File: config.mk
export PLATFORM = sky130hd
export DESIGN_NAME = muldiv_arbiter
export DESIGN_NICKNAME = d
export VERILOG_FILES = /design/src/rtl/muldiv_arbiter.sv
export SDC_FILE = /design/constraint.sdc
export NUM_CORES = 1
export LEC_CHECK = 0
export CAP_MARGIN = 10
export CORE_UTILIZATION = 57
export CTS_CLUSTER_DIAMETER = 200
export CTS_CLUSTER_SIZE = 20
export DETAILED_ROUTE_END_ITERATION = 10
export GPL_ROUTABILITY_DRIVEN = 0
export GPL_TIMING_DRIVEN = 1
export PLACE_DENSITY = 0.83
export RECOVER_POWER = 100
export SETUP_SLACK_MARGIN = 0.4
export SLEW_MARGIN = 10
export SYNTH_ARGS = -nofsm -noshare
export SYNTH_HDL_FRONTEND = slang
export SYNTH_SLANG_ARGS = --single-unit
File: constraint.sdc
create_clock -name CLK -period 13.25 [get_ports CLK]
set_input_delay 3.975 -clock CLK [delete_from_list [all_inputs] [get_ports CLK]]
set_output_delay 3.975 -clock CLK [all_outputs]
set_load 0.005 [all_outputs]
File: src/rtl/muldiv_arbiter.sv
// Two-requester front end for one shared multiply/divide array.
// A round-robin grant picks a requester. Its operands are registered, and the
// array is given SETTLE_CYCLES edges to settle. The result is then held on
// the shared response bus until the owning requester takes it.
// Optional macro MULDIV_DIVZERO_CHECK_EN makes a divide by zero return a fixed
// error response after one edge and raise Rsp_Err.

module multiplier_divider #(
  parameter int DEVIDENT_LENGTH = 6,
  parameter int DIVISOR_LENGTH  = 3
) (
  input  logic [DEVIDENT_LENGTH-1:0] oper_a,
  input  logic [DIVISOR_LENGTH-1:0]  oper_b,
  input  logic [DIVISOR_LENGTH-1:0]  oper_d,
  input  logic                       div_n_mul,
  output logic [DEVIDENT_LENGTH-1:0] result,
  output logic [DIVISOR_LENGTH-1:0]  remainder
);

  logic [DIVISOR_LENGTH:0]    part;
  logic [DEVIDENT_LENGTH-1:0] quot;
  logic [DEVIDENT_LENGTH-1:0] prod;

  // Restoring division, one compare/subtract row per dividend bit.
  // A zero divisor gives an all-ones quotient and the low dividend bits as remainder.
  always_comb begin
    part = '0;
    quot = '0;
    for (int i = DEVIDENT_LENGTH - 1; i >= 0; i--) begin
      part = {part[DIVISOR_LENGTH-1:0], oper_a[i]};
      if (part >= {1'b0, oper_d}) begin
        part    = part - {1'b0, oper_d};
        quot[i] = 1'b1;
      end
    end
  end

  assign prod      = oper_a * DEVIDENT_LENGTH'(oper_b);
  assign result    = div_n_mul ? quot : prod;
  assign remainder = div_n_mul ? part[DIVISOR_LENGTH-1:0] : '0;

endmodule

module muldiv_arbiter #(
  parameter int DEVIDENT_LENGTH = 6,
  parameter int DIVISOR_LENGTH  = 3,
  parameter int SETTLE_CYCLES   = 2
) (
  input  logic                       CLK,
  input  logic                       RST,
  input  logic                       Req0_Valid,
  output logic                       Req0_Ready,
  input  logic [DEVIDENT_LENGTH-1:0] Req0_OperA,
  input  logic [DIVISOR_LENGTH-1:0]  Req0_OperB,
  input  logic [DIVISOR_LENGTH-1:0]  Req0_OperD,
  input  logic                       Req0_Div_nMul,
  input  logic                       Req1_Valid,
  output logic                       Req1_Ready,
  input  logic [DEVIDENT_LENGTH-1:0] Req1_OperA,
  input  logic [DIVISOR_LENGTH-1:0]  Req1_OperB,
  input  logic [DIVISOR_LENGTH-1:0]  Req1_OperD,
  input  logic                       Req1_Div_nMul,
  output logic                       Rsp0_Valid,
  input  logic                       Rsp0_Ready,
  output logic                       Rsp1_Valid,
  input  logic                       Rsp1_Ready,
  output logic [DEVIDENT_LENGTH-1:0] Rsp_Result,
  output logic [DIVISOR_LENGTH-1:0]  Rsp_Remainder,
  output logic                       Rsp_Err,
  output logic                       Busy
);

  typedef enum logic [1:0] {IDLE, BUSY, RESP} state_t;

  localparam logic [3:0] CNT_LOAD = 4'(SETTLE_CYCLES - 1);

  state_t                     state_q, state_d;
  logic [3:0]                 cnt_q, cnt_d;
  logic                       owner_q, owner_d;
  logic                       last_q, last_d;
  logic [DEVIDENT_LENGTH-1:0] oper_a_q, oper_a_d;
  logic [DIVISOR_LENGTH-1:0]  oper_b_q, oper_b_d;
  logic [DIVISOR_LENGTH-1:0]  oper_d_q, oper_d_d;
  logic                       div_q, div_d;
  logic [DEVIDENT_LENGTH-1:0] result_q, result_d;
  logic [DIVISOR_LENGTH-1:0]  rem_q, rem_d;
`ifdef MULDIV_DIVZERO_CHECK_EN
  logic                       err_q, err_d;
`endif
  logic                       grant0, grant1;
  logic [DEVIDENT_LENGTH-1:0] arr_result;
  logic [DIVISOR_LENGTH-1:0]  arr_rem;

  multiplier_divider #(
    .DEVIDENT_LENGTH(DEVIDENT_LENGTH),
    .DIVISOR_LENGTH (DIVISOR_LENGTH)
  ) u_array (
    .oper_a   (oper_a_q),
    .oper_b   (oper_b_q),
    .oper_d   (oper_d_q),
    .div_n_mul(div_q),
    .result   (arr_result),
    .remainder(arr_rem)
  );

  // Round-robin grant; last_q=1 means requester 1 was served last, so 0 wins a tie.
  always_comb begin
    grant1     = Req1_Valid && (!Req0_Valid || !last_q);
    grant0     = Req0_Valid && !grant1;
    Req0_Ready = (state_q == IDLE) && grant0;
    Req1_Ready = (state_q == IDLE) && grant1;
  end

  // Next-state: capture on accept, count down the settle window, hold the response.
  always_comb begin
    state_d  = state_q;
    cnt_d    = cnt_q;
    owner_d  = owner_q;
    last_d   = last_q;
    oper_a_d = oper_a_q;
    oper_b_d = oper_b_q;
    oper_d_d = oper_d_q;
    div_d    = div_q;
    result_d = result_q;
    rem_d    = rem_q;
`ifdef MULDIV_DIVZERO_CHECK_EN
    err_d    = err_q;
`endif
    case (state_q)
      IDLE: begin
        if (Req0_Ready || Req1_Ready) begin
          owner_d  = Req1_Ready;
          oper_a_d = Req1_Ready ? Req1_OperA    : Req0_OperA;
          oper_b_d = Req1_Ready ? Req1_OperB    : Req0_OperB;
          oper_d_d = Req1_Ready ? Req1_OperD    : Req0_OperD;
          div_d    = Req1_Ready ? Req1_Div_nMul : Req0_Div_nMul;
          cnt_d    = CNT_LOAD;
          state_d  = BUSY;
`ifdef MULDIV_DIVZERO_CHECK_EN
          // No settle time needed for the fixed error response: one edge only.
          if (div_d && (oper_d_d == '0)) cnt_d = '0;
`endif
        end
      end
      BUSY: begin
        if (cnt_q == '0) begin
          result_d = arr_result;
          rem_d    = div_q ? arr_rem : '0;
          state_d  = RESP;
`ifdef MULDIV_DIVZERO_CHECK_EN
          err_d    = 1'b0;
          if (div_q && (oper_d_q == '0)) begin
            result_d = '1;
            rem_d    = oper_a_q[DIVISOR_LENGTH-1:0];
            err_d    = 1'b1;
          end
`endif
        end else begin
          cnt_d = cnt_q - 4'd1;
        end
      end
      RESP: begin
        if ((!owner_q && Rsp0_Ready) || (owner_q && Rsp1_Ready)) begin
          state_d = IDLE;
          last_d  = owner_q;
        end
      end
      default: state_d = IDLE;
    endcase
  end

  // State and datapath registers; reset abandons any operation in flight.
  always_ff @(posedge CLK or posedge RST) begin
    if (RST) begin
      state_q  <= IDLE;
      cnt_q    <= '0;
      owner_q  <= 1'b0;
      last_q   <= 1'b1;
      oper_a_q <= '0;
      oper_b_q <= '0;
      oper_d_q <= '0;
      div_q    <= 1'b0;
      result_q <= '0;
      rem_q    <= '0;
`ifdef MULDIV_DIVZERO_CHECK_EN
      err_q    <= 1'b0;
`endif
    end else begin
      state_q  <= state_d;
      cnt_q    <= cnt_d;
      owner_q  <= owner_d;
      last_q   <= last_d;
      oper_a_q <= oper_a_d;
      oper_b_q <= oper_b_d;
      oper_d_q <= oper_d_d;
      div_q    <= div_d;
      result_q <= result_d;
      rem_q    <= rem_d;
`ifdef MULDIV_DIVZERO_CHECK_EN
      err_q    <= err_d;
`endif
    end
  end

  assign Rsp0_Valid    = (state_q == RESP) && !owner_q;
  assign Rsp1_Valid    = (state_q == RESP) && owner_q;
  assign Rsp_Result    = result_q;
  assign Rsp_Remainder = rem_q;
  assign Busy          = (state_q != IDLE);
`ifdef MULDIV_DIVZERO_CHECK_EN
  assign Rsp_Err       = err_q;
`else
  assign Rsp_Err       = 1'b0;
`endif

endmodule

# == Word level (Yosys, flattened, before mapping) ==
# Cells that the tools add are included.
# word_totals
reg_bits,30
latch_bits,0
ram_bits,0
romBits,0
in_bits,32
output_inout_bits,15
word_cells,79
memories,0
# op_classes
n_addsub,7
mul,1
div,0
order_cmp,6
n_eq_ne,6
shift,0
mux,25
bitwise,0
reduce_logical,24
# op_table
op,count
two-way mux 3 bit,9
greater-or-equal comparator 4 x 3 -> 1 bit,5
subtractor 3 bit,5
two-way mux 6 bit,2
logical AND 1 bit,8
two-way mux 4 bit,2
one-hot mux 4 bit (2 select lines),1
two-way mux 1 bit,7
multiplier 6 x 3 -> 6 bit,1
two-way mux 2 bit,3
"!= test 2 bit, second input constant",3
one-hot mux 2 bit (3 select lines),1
AND reduction 2 bit,3
AND reduction 3 bit,2
zero test 1 bit,4
zero test 4 bit,1
nonzero test 2 bit,2
"subtractor 4 x 1 -> 4 bit, second input constant",1
greater-or-equal comparator 1 x 3 -> 1 bit,1
logical OR 1 bit,3
subtractor 1 x 3 -> 3 bit,1
"equality test 2 x 1 -> 1 bit, second input constant",1
"equality test 2 bit, second input constant",1
zero test 2 bit,1
"!= test 2 x 1 -> 1 bit, second input constant",1

# == Logic depth before layout (Yosys ltp) ==
# logic_depth
word_depth,13
depth_mapped,43
mapped_depth_nobuf,42

# == Modules after synthesis ==
# From an unflattened synthesis, not the netlist that was laid out.
# hier_totals
hier_cells,281
area_unflattened_um2,2648.8
# by_module_without_submodules
mod,n_inst,cells_per_inst,area_per_inst_um2,seq_area_each_um2
muldiv_arbiter,1,122,1386.3,752.0
multiplier_divider,1,159,1262.5,0.0

# == Least setup slack after synthesis ==
# No wires, ideal clock.
# synth_path
path_kind,input to output
startpoint,in Req0_Valid
endpoint,out Req1_Ready
arrival_ns,4.544
required_time_ns,9.275
path_slack_ns,4.731
cell_stages,4
path_buffers,1
cell_sequence,nand2_1 nand3_1 clkbuf_1 inv_1
# synth_between
elab_chain_cells,4
# synth_lines
item,line,text
"start, declared",51,"input logic Req0_Valid,"
zero test 1 bit,108,grant1 = Req1_Valid && (!Req0_Valid || !last_q);
logical OR 1 bit,108,
logical AND 1 bit,108,
logical AND 1 bit,111,Req1_Ready = (state_q == IDLE) && grant1;
"end, declared",58,"output logic Req1_Ready,"
# Every way passes these cells.

# == Worst setup path after layout ==
# Ends and elaborated chain as after synthesis.

==> PnR_summary.wiki <==
{| class="wikitable"
! Metric !! Value
|-
| Status || finished clean
|-
| Peak fanout along the critical path || 25
|-
| Skew final || around 0.0046 ns
|-
| Kind of critical path || input port to output pin
|-
| Peak Freq || roughly 0.1 GHz
|-
| Area used by multi-input combinational logic || between 1500 and 2000 sq um
|-
| Clk sink count || 30
|-
| DRT Wirelength || ~5800 um
|-
| Per-cell via count in the routed design || 5.71
|-
| Share of the clock period used by the worst path after layout || about three quarters
|-
| Area occupied by registers || roughly 750 sq um
|-
| Vias in the first global route || around 2.0k
|-
| Worst max-slew margin expressed relative to the limit || between 30% and 40%
|-
| Reg2Reg Launch Point || oper_d_q[1]$_DFFE_PP0P_
|-
| Sequential cell area fraction in the yosys report || between 30% and 40%
|-
| Sum of negative setup slack || 0 ns
|-
| Unique cell type count in the Yosys netlist || 51
|-
| Detailed-route DRC error count || 0
|-
| Layout cells sized above 1 || 5.14%
|-
| Number of cells produced by synthesis || 286
|-
| Starting density of the core || approximately 60%
|-
| Minimum clock period || between 10 and 15 ns
|-
| Number of H-tree levels || 2
|-
| Clk Latency, worst-skew pair || ~0.28 ns
|-
| Number of placed I/O pins || 47
|-
| Critical-path cell list || dlygate4sd3_1 > nand2_1 > nand3_1 > inv_1 > dlygate4sd3_1
|-
| Worst reg2reg setup slack || ~4.2 ns
|-
| Startpoint types || input port
|-
| Max Cap Violations || 0
|-
| Number of enable flip-flop cells after synthesis || 0
|-
| Post-cts resize count || 0
|-
| Height of the die || around 68 um
|-
| Total congestion overflow after global routing || 0
|-
| Type of element capturing the critical path || output pin
|-
| First DRT Iteration DRCs || 116
|-
| Maximum clock path buffer count || 2
|-
| Clock tree from TritonCTS || yes
|-
| Post-synth top area share || a little under 30%
|-
| Drt first pass iters || 4
|-
| Total routing usage reported by global routing || 27.8%
|-
| Number of nets in the layout || slightly below 400
|-
| End of the worst hold path || Rsp_Remainder[0]$_DFFE_PP0P_
|-
| Initial antenna violation count || 0
|-
| Total clock buffers created by CTS || 5
|-
| Full die area || 4630 sq um
|-
| Die Wd || just under 70 um
|-
| Area of the placeable core || around 4000 sq um
|-
| DR vias || about 2.2k
|-
| Synthesized Nets || between 300 and 400
|-
| Largest net degree at the start of global routing || 31
|-
| Hold WC Path Type || flip-flop to flip-flop
|-
| Average wire per cell in the routed design || 15.1 um
|-
| Most instantiated flip-flop cell in the synthesis netlist || sky130_fd_sc_hd__dfrtp_1
|-
| Count of final setup violators || 0
|-
| Row cnt || 23
|-
| First-pass GRT wire length || 9470 um
|-
| Cell with the most instances on the worst path || sky130_fd_sc_hd__dlygate4sd3_1
|-
| FF-to-FF End || Rsp_Remainder[0]$_DFFE_PP0P_
|-
| Transition time of the tightest slew-check pin || 1.03 ns
|-
| Critical path's largest stage delay || 0.61 ns
|-
| Arrival time at the worst endpoint || 6.04 ns
|-
| Worst R2R Path Depth || 36
|-
| Top cells by area in the synthesized netlist || sky130_fd_sc_hd__dfrtp_1 29%, sky130_fd_sc_hd__ha_1 12%, sky130_fd_sc_hd__fa_1 7.2%
|-
| Proportion of synthesized flip-flops having asynchronous set or reset || 100%
|-
| Max Slew Vio Count || 0
|-
| Count of antenna diodes in the layout || 0
|-
| Fillers || between 300 and 400
|-
| Hold path cells || 2
|-
| Number of warning messages in the yosys log || 0
|-
| HPWL after detailed placement || ~4400 um
|-
| #FFs+latches synth || 30
|-
| Setup repair after global routing missed its margin || no
|-
| Post-Syn Area per Cell || between 8 and 9 sq um
|-
| Final hold viol count || 0
|-
| Slowest stage cell on the critical path || sky130_fd_sc_hd__nand3_1
|-
| Clock transition at path regs || ~0.070 ns
|-
| Required @ worst endpoint || roughly 9.3 ns
|-
| Startpoint of the worst hold path || Rsp_Remainder[0]$_DFFE_PP0P_
|-
| Synthesized cell area || between 2000 and 2500 sq um
|-
| Clock Root Buffer || sky130_fd_sc_hd__clkbuf_8
|-
| Area overhead of the layout relative to synthesis || 22.2%
|-
| Number of buffers added for setup after CTS || 0
|-
| Library cell with the highest instance count after synthesis || sky130_fd_sc_hd__nand2_1
|-
| Buffers on Ports || 45
|-
| CTS hold repair buffers || 0
|-
| Leading post-synthesis cells by instance count || 38 x sky130_fd_sc_hd__nand2_1, 29 x sky130_fd_sc_hd__dfrtp_1, 29 x sky130_fd_sc_hd__inv_1
|-
| Routed Antenna Nets || 0
|-
| Post-synthesis cell type with the largest combined area || sky130_fd_sc_hd__dfrtp_1
|}
[how the worst max path moves through the flow]
| stage | start | end | depth (start not counted) |
|---|---|---|---|
| 2_1_floorplan | Req0_Valid | Req1_Ready | 4 |
| 3_3_place_gp | Req0_Valid | Req1_Ready | 5 |
| 3_5_place_dp | Req0_Valid | Req1_Ready | 5 |
| 4_1_cts | Req0_Valid | Req1_Ready | 5 |
| 5_1_grt | Req0_Valid | Req1_Ready | 5 |
| 6_report | Req0_Valid | Req1_Ready | 5 |
[worst max-delay path, delay by kind of cell]
family                 cells  cell delay [ns]
and+or+nand+nor            2             0.70
buffers and inverters      3             1.37
[layout by cell type, fill, tap and decap left out, types with 6 or more instances in the layout]
| cell type | count |
|---|---|
| sky130_fd_sc_hd__clkbuf_8 | 6 |
| sky130_fd_sc_hd__xnor2_1 | 7 |
| sky130_fd_sc_hd__o22ai_1 | 15 |
| sky130_fd_sc_hd__nand3_1 | 6 |
| sky130_fd_sc_hd__inv_1 | 28 |
| sky130_fd_sc_hd__dfrtp_1 | 29 |
| sky130_fd_sc_hd__and2_1 | 7 |
| sky130_fd_sc_hd__clkdlybuf4s50_1 | 29 |
| sky130_fd_sc_hd__nor2_1 | 24 |
| sky130_fd_sc_hd__dlygate4sd3_1 | 16 |
| sky130_fd_sc_hd__a31oi_1 | 9 |
| sky130_fd_sc_hd__a21oi_1 | 15 |
| sky130_fd_sc_hd__nand2_1 | 38 |
| sky130_fd_sc_hd__ha_1 | 23 |
| sky130_fd_sc_hd__o21ai_0 | 8 |
| sky130_fd_sc_hd__fa_1 | 9 |
[layer usage]
metal	track usage [%]	vias up	wire length, um
met3	4.50	7	238
met2	46.0	57	2790
li1	-	1081	-
met5	0	-	0
met1	38.0	1030	2700
met4	5.99	0	42
[layout make-up]
cell class,instances,share of cell area (%)
Clock buffer,6,2.72
Clock inverter,2,0.412
Inverter,29,3.58
Multi-Input combinational cell,219,51.6
Sequential cell,30,24.8
Tap cell,50,2.06
Timing Repair Buffer,45,14.8
[per-stage QoR]
stage / instances / cell area [sq um] / hold WS, ns / utilization [%] / setup WS, ns
after detailed placement: 373 / 2960 / 0.475 / 72.4 / 3.42
after CTS: 381 / 3050 / 0.491 / 74.7 / 3.40
after global placement: 373 / 2960 / 0.467 / 72.4 / 3.52
after floorplan: 286 / 2490 / 0.472 / - / 4.73
final: 381 / 3040 / 0.472 / 74.3 / 3.24
after global routing: 381 / 3040 / 0.519 / 74.3 / 3.04
[cell families (layout without fill, tap and decap cells)]
| logic type | count (synthesis) | count (layout) | share of synthesized area (%) |
|---|---|---|---|
| mux | 8 | 8 | 3.47 |
| simple gates | 94 | 94 | 17.5 |
| fa+ha+maj | 32 | 32 | 18.8 |
| other cells | 1 | 1 | 0.151 |
| compound gates | 72 | 72 | 19.5 |
| buf+inv | 37 | 82 | 6.04 |
| xor+xnor | 12 | 12 | 4.23 |
| flops | 30 | 30 | 30.2 |
[state kept, by name, indices dropped and copies added (netlist names)]
signal	flops
Rsp_Remainder	3
Rsp_Result	6
cnt_q	4
div_q	1
last_q	1
oper_a_q	6
oper_b_q	3
oper_d_q	3
owner_q	1
state_q	2
Power is left out: the tool's default activity adds up to more than one toggle a clock period on the data nets, which glitch-free logic cannot reach.
